## config.mk

```make
export PLATFORM = sky130hd
export DESIGN_NAME = audio_decimator
export DESIGN_NICKNAME = d
export VERILOG_FILES = /design/src/rtl/audio_decimator.sv
export SDC_FILE = /design/constraint.sdc
export NUM_CORES = 1
export LEC_CHECK = 0
export CORE_MARGIN = 4
export CORE_UTILIZATION = 55
export DETAILED_ROUTE_END_ITERATION = 7
export PLACE_DENSITY = 0.86
export SLEW_MARGIN = 20
export SYNTH_ARGS = -nofsm -noshare
export SYNTH_HDL_FRONTEND = slang
export SYNTH_SLANG_ARGS = --single-unit
```

## constraint.sdc

```tcl
create_clock -name clk -period 4.46 [get_ports clk]
set_input_delay 0.892 -clock clk [delete_from_list [all_inputs] [get_ports clk]]
set_output_delay 0.892 -clock clk [all_outputs]
set_load 0.01 [all_outputs]
```

## src/rtl/audio_decimator.sv

```systemverilog
`default_nettype none
// +--------------------------------------------------------------------------+
// | Module   : audio_decimator                                               |
// | Brief    : Two 4-bit TIA audio levels -> 15-bit signed PCM at RATE_HZ.   |
// |            A fractional phase accumulator issues one tick per output     |
// |            period. A 512-sample box filter integrates the input, and the |
// |            DC offset is removed before the result is registered.         |
// | Options  : AUDIO_DECIMATOR_STEREO_EN - build one accumulator per channel |
// |            (aud0 -> audio_l, aud1 -> audio_r). When it is undefined, a   |
// |            single accumulator integrates the mono mix aud0 + aud1, and   |
// |            both outputs carry that same value.                           |
// | Revision : 1.0 - initial release                                         |
// +--------------------------------------------------------------------------+
module audio_decimator #(
  parameter int CLK_HZ  = 28542800,
  parameter int RATE_HZ = 48000
) (
  input  logic        clk,
  input  logic        reset_n,
  input  logic [3:0]  aud0,
  input  logic [3:0]  aud1,
  output logic [14:0] audio_l,
  output logic [14:0] audio_r,
  output logic        sample_stb
);

  localparam logic [25:0] c_clk_hz  = 26'(CLK_HZ);
  localparam logic [25:0] c_rate_hz = 26'(RATE_HZ);
  localparam logic [9:0]  c_win_len = 10'd512;

  logic [24:0]        r_ph;
  logic [25:0]        w_ph_sum;
  logic               w_tick;
  logic [9:0]         r_wcnt;
  logic               w_full;
  logic               w_load;
  logic signed [14:0] w_pcm_l;
  logic signed [14:0] w_pcm_r;
  logic [14:0]        r_audio_l;
  logic [14:0]        r_audio_r;
  logic               r_sample_stb;

  // The phase sum is one bit wider than ph so that it cannot wrap before the compare.
  assign w_ph_sum = {1'b0, r_ph} + c_rate_hz;
  assign w_tick   = (w_ph_sum >= c_clk_hz);
  assign w_full   = (r_wcnt == c_win_len);
  // Only a complete window may produce a sample. A partial window exists only after reset.
  assign w_load   = w_tick && w_full;

  // Fractional-rate phase accumulator. It wraps by CLK_HZ on each tick, so the long-run rate is exact.
  always_ff @(posedge clk or negedge reset_n) begin
    if (!reset_n) begin
      r_ph <= '0;
    end else if (w_tick) begin
      r_ph <= 25'(w_ph_sum - c_clk_hz);
    end else begin
      r_ph <= w_ph_sum[24:0];
    end
  end

  // Window sample counter. It saturates at 512 and restarts on every tick.
  always_ff @(posedge clk or negedge reset_n) begin
    if (!reset_n) begin
      r_wcnt <= '0;
    end else if (w_tick) begin
      r_wcnt <= '0;
    end else if (!w_full) begin
      r_wcnt <= r_wcnt + 10'd1;
    end
  end

`ifdef AUDIO_DECIMATOR_STEREO_EN
  // Stereo: one accumulator per channel. Each channel sums at most 512 * 15 = 7680.
  logic [13:0]        r_acc0;
  logic [13:0]        r_acc1;
  logic signed [14:0] w_diff0;
  logic signed [14:0] w_diff1;

  // Per-channel box-filter integrators. The sample taken on a tick cycle is discarded.
  always_ff @(posedge clk or negedge reset_n) begin
    if (!reset_n) begin
      r_acc0 <= '0;
      r_acc1 <= '0;
    end else if (w_tick) begin
      r_acc0 <= '0;
      r_acc1 <= '0;
    end else if (!w_full) begin
      r_acc0 <= r_acc0 + {10'd0, aud0};
      r_acc1 <= r_acc1 + {10'd0, aud1};
    end
  end

  // Mid-scale is 3840. The result spans +/-3840, and << 2 scales it to +/-15360.
  assign w_diff0 = $signed({1'b0, r_acc0}) - 15'sd3840;
  assign w_diff1 = $signed({1'b0, r_acc1}) - 15'sd3840;
  assign w_pcm_l = w_diff0 <<< 2;
  assign w_pcm_r = w_diff1 <<< 2;
`else
  // Mono: the mix is 0..30 per cycle, so a full window sums to at most 15360.
  logic [4:0]         w_mix;
  logic [13:0]        r_acc;
  logic signed [14:0] w_diff;

  assign w_mix = {1'b0, aud0} + {1'b0, aud1};

  // Mono box-filter integrator. The sample taken on a tick cycle is discarded.
  always_ff @(posedge clk or negedge reset_n) begin
    if (!reset_n) begin
      r_acc <= '0;
    end else if (w_tick) begin
      r_acc <= '0;
    end else if (!w_full) begin
      r_acc <= r_acc + {9'd0, w_mix};
    end
  end

  // Mid-scale is 7680. The result spans +/-7680, and << 1 scales it to +/-15360.
  assign w_diff  = $signed({1'b0, r_acc}) - 15'sd7680;
  assign w_pcm_l = w_diff <<< 1;
  assign w_pcm_r = w_diff <<< 1;
`endif

  // Output register stage. PCM updates only together with its one-cycle strobe.
  always_ff @(posedge clk or negedge reset_n) begin
    if (!reset_n) begin
      r_audio_l    <= '0;
      r_audio_r    <= '0;
      r_sample_stb <= 1'b0;
    end else begin
      r_sample_stb <= w_load;
      if (w_load) begin
        r_audio_l <= w_pcm_l;
        r_audio_r <= w_pcm_r;
      end
    end
  end

  assign audio_l    = r_audio_l;
  assign audio_r    = r_audio_r;
  assign sample_stb = r_sample_stb;

endmodule
`default_nettype wire

```

==> results.json, run 1 <==
{
  "cts-root-buf": "clkbuf_8",
  "r2r_start": "r_ph[7]",
  "synth_seq_area_share": 0.380,
  "vdd_drop_max_mv": 0.178,
  "synth_area_per_cell_um2": 9.18,
  "synth_seq_cells": 60,
  "whs_ps": 512,
  "critical_path.startpoint_type": "flop",
  "finalCritPeriodShare": 0.893,
  "first_pass_iters": 5,
  "power_density_mw_per_mm2": 358,
  "initial_core_util": 0.575,
  "yosysUniqueCellTypes": 56,
  "synth.top_cells.by_area": "dfrtp_1 38%, xnor2_1 7.3%, xor2_1 5.1%, nand2_1 4.4%, nor2_1 4.0%",
  "outcome": "finished, final reports clean",
  "synth_top_area_frac": 0.380,
  "fin_crit_ps": 3980,
  "hold_path.class": "flop to flop",
  "dieWidth_um": 92.7,
  "dp_cells": 532,
  "syn_inst": 430,
  "drc": 0,
  "ys_warn_count": 0,
  "fmax_mhz": 251,
  "numCtsBuffers": 9,
  "max_cap_viol_count": 0,
  "clockBufferDepth": 2,
  "setup_ws_ps": 478,
  "vias": 3017,
  "synth_area_mm2": 0.00395,
  "areaGrowthSynthToFinish_pct": 13.8,
  "dp_slack_ps": 516,
  "cts_resized": 0,
  "synth_edf_count": 0,
  "arrival_ps": 4200,
  "grt_max_degree": 51,
  "synthFlopType": "dfrtp_1",
  "gp_congestion": 0.941,
  "crit_type": "flop to flop",
  "htreeDepth": 3,
  "async_reset_ff_frac": 1.00,
  "rows": 30,
  "diodes": 0,
  "grt_use_total": 0.196,
  "routed_wl_mm": 7.77,
  "hold_buffers": 0,
  "ant_nets": 0,
  "cp_cell_sequence": "inv_1 > ha_1 > nand2b_1 > a21o_1 > or4_1 > o211a_1 > or4_4 > a31oi_4 > nand2_1 > mux2_4",
  "slew_viol_final": 0,
  "fin_util": 0.654,
  "crit_path_top_delay_cell": "or4_1",
  "core-area_mm2": 0.00687,
  "fin_tns_setup_ps": 0,
  "setup_viol": 0,
  "grt.overflow.total": 0,
  "reg2reg_depth": 10,
  "yosysTopAreaCell": "dfrtp_1",
  "cts_tree": "yes",
  "drt_iter0_markers": 157,
  "grt_pass1_vias": 2880,
  "dpl_cell_area_mm2": 0.00424,
  "cp.required_ps": 4680,
  "cts.sink_count": 60,
  "synth.most_common_cell": "dfrtp_1",
  "finalNonFillerCells": 548,
  "fin_worst_skew_ps": 12.2,
  "worstPathMaxFanout": 20,
  "hpwl_mm": 5.54,
  "port_buffers": 38,
  "clk_latency_ps": 350,
  "clk_pin_slew_ps": 80,
  "slew-limit-headroom": 0.478,
  "power_leakage_nw": 1.87,
  "synthTopCellsByCount": "60 x dfrtp_1, 46 x nand2_1, 42 x nor2_1, 33 x xnor2_1, 23 x xor2_1",
  "nets": 473,
  "viasPerCell": 5.51,
  "totalPowerFinal_mw": 1.61,
  "endpoint": "audio_r[1]",
  "grt_pass1_wl_mm": 13.5,
  "drive_above_1_share": 0.0796,
  "fp.dieH_um": 92.7,
  "r2r-end": "audio_r[1]",
  "rsz0062_at_grt": "no",
  "design.die.area_mm2": 0.00860,
  "drt-wirelength-per-cell_um": 14.2,
  "ios": 41,
  "postCtsSetupBuffers": 0,
  "r2r_slack_ps": 480,
  "tightestPinTransition_ps": 781,
  "critPathMaxStageDelay_ps": 510,
  "end_kind": "flop",
  "fin_area_mm2": 0.00449,
  "critPathLaunch": "r_ph[7]",
  "antenna_found_initial": 0,
  "hold_violations": 0
}
## kinds of logic (layout without fill, tap and decap cells)
family	Yosys count	after routing	synth area share
other	1	2	0.000950
adders and majority gates	16	16	0.0602
DFF	60	60	0.380
xor gates and xnor gates	56	56	0.124
buffers and inverters	51	72	0.0713
AOI/OAI and AO/OA	74	74	0.127
muxes	10	10	0.0368
and+or+nand+nor	162	162	0.199
## registers in the layout, summed over array words and instances, names as in the netlist
name / flops
audio_r: 14
sample_stb: 1
r_wcnt: 10
r_acc: 14
r_ph: 21
## layout by cell type (no fill, tap or decap), types with 5 or more instances in the layout
master            n
ha_1             11
clkbuf_8          9
dfrtp_1          60
inv_1            15
nand2_1          46
a21oi_1          19
xor2_1           23
mux2_4            9
a21o_1            5
nand2b_1          7
nor3_1            9
nor2_1           42
xnor2_1          33
and3_1            5
nand3_1          20
fa_1              5
clkdlybuf4s50_1  37
a211oi_1          5
o21ai_0          15
## worst min-delay path by stage
stage	to	start	cells past startpoint
floorplan	r_ph[6]	r_ph[6]	1
global placement	audio_r[13]	audio_r[13]	2
detailed placement	audio_r[13]	audio_r[13]	2
CTS	audio_r[13]	audio_r[13]	2
global route	audio_r[13]	audio_r[13]	2
finish	audio_r[13]	audio_r[13]	2
## worst max-delay path, delay by kind of cell (launching register included)
kind | cells | cell delay, ps
compound gates | 3 | 620
fa+ha+maj | 1 | 400
buf+inv | 1 | 170
flops | 1 | 480
mux | 1 | 470
simple gates | 4 | 1730
## final cells by class
type                       instances  area, um^2
clock inverter                     7         124
clock buffer                       9         124
timing repair buffer              41         398
multi-input combinational        320        2170
sequential                        60        1500
tap                               96         120
inverter                          15        56.3
fill                             529        2380
## power by group
part | internal [mW] | switching (mW) | total, mW | leakage, nW
Combinational | 0.168 | 0.170 | 0.338 | 0.986
Sequential | 0.601 | 0.0586 | 0.660 | 0.760
Clock | 0.375 | 0.237 | 0.611 | 0.120
## per-layer routing
metal	vias up	track usage	routed length (um)
li1	1490	-	-
met1	1403	0.276	3730
met2	111	0.291	3410
met3	13	0.0561	534
met4	0	0.0611	98
met5	-	0	0
Note: power is estimated with default switching activity, not from simulation.
==> run 2: changes to the inputs <==
- CORE_MARGIN: 4 -> not set
==> results.json, run 2 (same netlist as run 1, synthesis figures left out) <==
{
  "crit_path_top_delay_cell": "or4_1",
  "vdd_drop_max_mv": 0.156,
  "hpwl_mm": 5.43,
  "largest_register": "r_ph",
  "antenna_found_initial": 0,
  "fin_crit_ps": 3940,
  "dieWidth_um": 86.7,
  "drt_iter0_markers": 134,
  "cp.required_ps": 4690,
  "fmax_mhz": 254,
  "final_cell_mix": "60 x dfrtp_1, 46 x nand2_1, 42 x nor2_1",
  "hold_path.class": "flop to flop",
  "vias": 3066,
  "htreeDepth": 3,
  "diodes": 0,
  "postCtsSetupBuffers": 0,
  "tightestPinTransition_ps": 812,
  "end_kind": "flop",
  "cts-root-buf": "clkbuf_8",
  "cp_cell_sequence": "inv_1 > ha_1 > nand2b_1 > a21o_1 > or4_1 > o211a_1 > or4_4 > a31oi_4 > nand2_1 > mux2_4",
  "drive_above_1_share": 0.0796,
  "first_pass_iters": 4,
  "slew_viol_final": 0,
  "max_cap_viol_count": 0,
  "rows": 30,
  "ant_nets": 0,
  "nets": 473,
  "arrival_ps": 4170,
  "gp_congestion": 0.957,
  "power_leakage_nw": 1.84,
  "cts_tree": "yes",
  "grt_pass1_vias": 2784,
  "routed_wl_mm": 7.70,
  "setup_viol": 0,
  "grt.overflow.total": 0,
  "hold_buffers": 0,
  "viasPerCell": 5.59,
  "drt-wirelength-per-cell_um": 14.0,
  "hold_violations": 0,
  "finalCritPeriodShare": 0.883,
  "fin_worst_skew_ps": 8.82,
  "drc": 0,
  "port_buffers": 38,
  "numCtsBuffers": 9,
  "initial_core_util": 0.575,
  "grt_max_degree": 51,
  "grt_pass1_wl_mm": 13.0,
  "nFillCells": 549,
  "cp_top_family": "simple AND/OR/NAND/NOR gates",
  "cts_resized": 0,
  "fp.dieH_um": 86.7,
  "outcome": "finished, final reports clean",
  "crit_type": "flop to flop",
  "clk_pin_slew_ps": 70,
  "critPathMaxStageDelay_ps": 500,
  "worstPathMaxFanout": 20,
  "areaGrowthSynthToFinish_pct": 12.6,
  "grt_use_total": 0.226,
  "whs_ps": 509,
  "path_buf_inv": 1,
  "largest_reg_flops": 21,
  "cts.sink_count": 60,
  "fin_tns_setup_ps": 0,
  "core-area_mm2": 0.00687,
  "slew-limit-headroom": 0.457,
  "critical_path.startpoint_type": "flop",
  "clockBufferDepth": 2,
  "clk_latency_ps": 340,
  "rsz0062_at_grt": "no",
  "final_common_cell": "dfrtp_1",
  "ios": 41,
  "power_density_mw_per_mm2": 337,
  "design.die.area_mm2": 0.00752
}
run 2: changes by cell type in the layout (fill, tap and decap cells not counted):
cell        change
clkbuf_8        +1
bufinv_16       -2
clkinvlp_4      +1
inv_6           -1
clkinv_2        +2
clkinv_4        -1
run 2: area by class of cell:
cell class                 instances  area [um^2]  share of cell area
multi-input combinational        320         2170               0.488
sequential                        60         1500               0.338
timing repair buffer              41          398              0.0895
clock buffer                      10          138              0.0310
tap                               96          120              0.0270
clock inverter                     6         63.8              0.0144
inverter                          15         56.3              0.0127
run 2: metrics by stage:
stage | utilization | worst slack (ps) | cell area [um^2] | std cells | total power, mW
final | 0.647 | 523 | 4450 | 548 | 1.50
after global routing | 0.647 | 265 | 4450 | 548 | 1.59
after CTS | 0.647 | 533 | 4450 | 548 | 1.51
after detailed placement | 0.618 | 548 | 4240 | 532 | 1.01
after global placement | 0.618 | 686 | 4240 | 532 | 0.986
after floorplan | - | 1260 | 3950 | 431 | 0.923
run 2: routing by layer:
layer / vias to the layer above / track usage / routed length (um)
met5: - / 0 / 0
met4: 0 / 0.0894 / 117
met3: 9 / 0.0467 / 413
met2: 108 / 0.363 / 3600
met1: 1454 / 0.301 / 3560
li1: 1495 / - / -
run 2: power breakdown:
part	switching (mW)	internal (mW)	total, mW
registers	0.0600	0.601	0.661
clock network	0.224	0.272	0.496
logic	0.173	0.170	0.343
run 2: worst paths after layout:
| kind | start | endpoint | slack (ps) | depth (start not counted) |
|---|---|---|---|---|
| worst max-delay path | r_ph[7] | audio_r[8] | 520 | 10 |
| worst min-delay path | audio_r[12] | audio_r[12] | 510 | 2 |
| worst max register to register | r_ph[7] | audio_r[8] | 520 | 10 |
| worst min register to register | audio_r[12] | audio_r[12] | 510 | 2 |
| max in group asynchronous | reset_n | r_wcnt[6] | 3040 | 2 |
| min in group asynchronous | reset_n | sample_stb | 570 | 1 |
run 2: worst min-delay path, stage by stage, from the launching register on:
cell     delay [ps]
dfrtp_1         360
nand2_1          50
o21ai_0          60
==> run 3: changes to the inputs <==
- PLACE_DENSITY: 0.86 -> 0.78
==> results.json, run 3 (same netlist as run 1, synthesis figures left out) <==
{
  "postCtsSetupBuffers": 0,
  "hold_path.class": "flop to flop",
  "arrival_ps": 4190,
  "drc": 0,
  "ios": 41,
  "cts_resized": 0,
  "drt_iter0_markers": 177,
  "port_buffers": 38,
  "design.die.area_mm2": 0.00752,
  "r2r-end": "audio_r[5]",
  "nets": 475,
  "hold_depth": 2,
  "htreeDepth": 3,
  "fp.dieH_um": 86.7,
  "diodes": 0,
  "crit_type": "flop to flop",
  "grt_pass1_wl_mm": 13.1,
  "min_to": "audio_r[10]",
  "clk_pin_slew_ps": 70,
  "cts.sink_count": 60,
  "slew-limit-headroom": 0.451,
  "clockBufferDepth": 2,
  "r2r_start": "r_ph[7]",
  "max_cap_viol_count": 0,
  "areaGrowthSynthToFinish_pct": 13.0,
  "hold_violations": 0,
  "fin_worst_skew_ps": 10.4,
  "first_pass_iters": 4,
  "largest_reg_flops": 21,
  "hpwl_mm": 5.51,
  "fmax_mhz": 252,
  "antenna_found_initial": 0,
  "drt-wirelength-per-cell_um": 14.1,
  "finalCritPeriodShare": 0.890,
  "multi_input_area_mm2": 0.00217,
  "gp_congestion": 0.874,
  "ant_nets": 0,
  "initial_core_util": 0.575,
  "power_leakage_nw": 1.86,
  "cp.required_ps": 4680,
  "fin_tns_setup_ps": 0,
  "dieWidth_um": 86.7,
  "nFillCells": 580,
  "r2r_slack_ps": 490,
  "vias": 3024,
  "viasPerCell": 5.50,
  "vdd_drop_max_mv": 0.196,
  "fin_crit_ps": 3970,
  "clk_latency_ps": 340,
  "numCtsBuffers": 9,
  "final_common_cell": "dfrtp_1",
  "worstPathMaxFanout": 20,
  "grt_max_degree": 37,
  "rows": 30,
  "tightestPinTransition_ps": 821,
  "largest_register": "r_ph",
  "outcome": "finished, final reports clean",
  "drive_above_1_share": 0.0815,
  "rsz0062_at_grt": "no",
  "end_kind": "flop",
  "reg2reg_depth": 10,
  "grt_use_total": 0.224,
  "grt.overflow.total": 0,
  "routed_wl_mm": 7.73,
  "final_cell_mix": "60 x dfrtp_1, 46 x nand2_1, 42 x nor2_1",
  "hp-start": "audio_r[10]",
  "totalPowerFinal_mw": 1.50,
  "grt_pass1_vias": 2809,
  "slew_viol_final": 0,
  "cts-root-buf": "clkbuf_8",
  "power_density_mw_per_mm2": 335,
  "core-area_mm2": 0.00687,
  "seqCellArea_mm2": 0.00150,
  "critical_path.startpoint_type": "flop",
  "cts_tree": "yes",
  "hold_buffers": 0,
  "setup_viol": 0
}
==> run 3: changes by cell type in the layout (fill, tap and decap cells not counted), sizes merged <==
| cell | change |
|---|---|
| clkbuf | +2 |
| buf | +2 |
| clkinv | -1 |
| clkinvlp | -1 |
==> run 3: worst max path at each step <==
stage,startpoint,to,slack (ps),cells after the start
2_1_floorplan,r_ph[7],audio_r[11],1260,12
3_3_place_gp,r_ph[7],audio_r[11],620,10
3_5_place_dp,r_ph[7],audio_r[1],510,10
4_1_cts,r_ph[7],audio_r[5],480,10
5_1_grt,r_ph[7],audio_r[9],230,10
6_report,r_ph[7],audio_r[5],490,10
==> run 3: cell type report <==
cell class | count | share of cell area
multi-input cells | 320 | 0.486
flip-flops and latches | 60 | 0.337
repair buffers | 43 | 0.0925
clock buffers | 12 | 0.0348
well taps | 96 | 0.0269
inverters | 15 | 0.0126
clock inverters | 4 | 0.0107
==> run 3: where the power goes <==
part | internal (mW) | total (mW) | switching, mW
sequential | 0.601 | 0.662 | 0.0607
clock | 0.287 | 0.502 | 0.215
combinational | 0.167 | 0.333 | 0.166
==> run 3: stage by stage <==
step	hold WS [ps]	area, um^2	setup slack (ps)	cells	utilization
floorplan	481	3950	1260	431	-
detailed placement	500	4260	508	534	0.620
CTS	516	4460	484	550	0.650
global route	547	4460	225	550	0.650
global placement	484	4260	622	534	0.620
finish	508	4460	492	550	0.650
==> run 3: worst max-delay path, stage by stage (launching register included) <==
cell      delay, ps
dfrtp_1         470
inv_1           160
ha_1            390
nand2b_1        230
a21o_1          260
or4_1           500
o211a_1         140
or4_4           490
a31oi_4         220
nand2_1         500
mux2_4          480
==> run 3: layer usage <==
metal,track usage,share of wire
met1,0.304,0.47
met2,0.356,0.46
met3,0.0486,0.053
met4,0.0758,0.013
met5,0,0
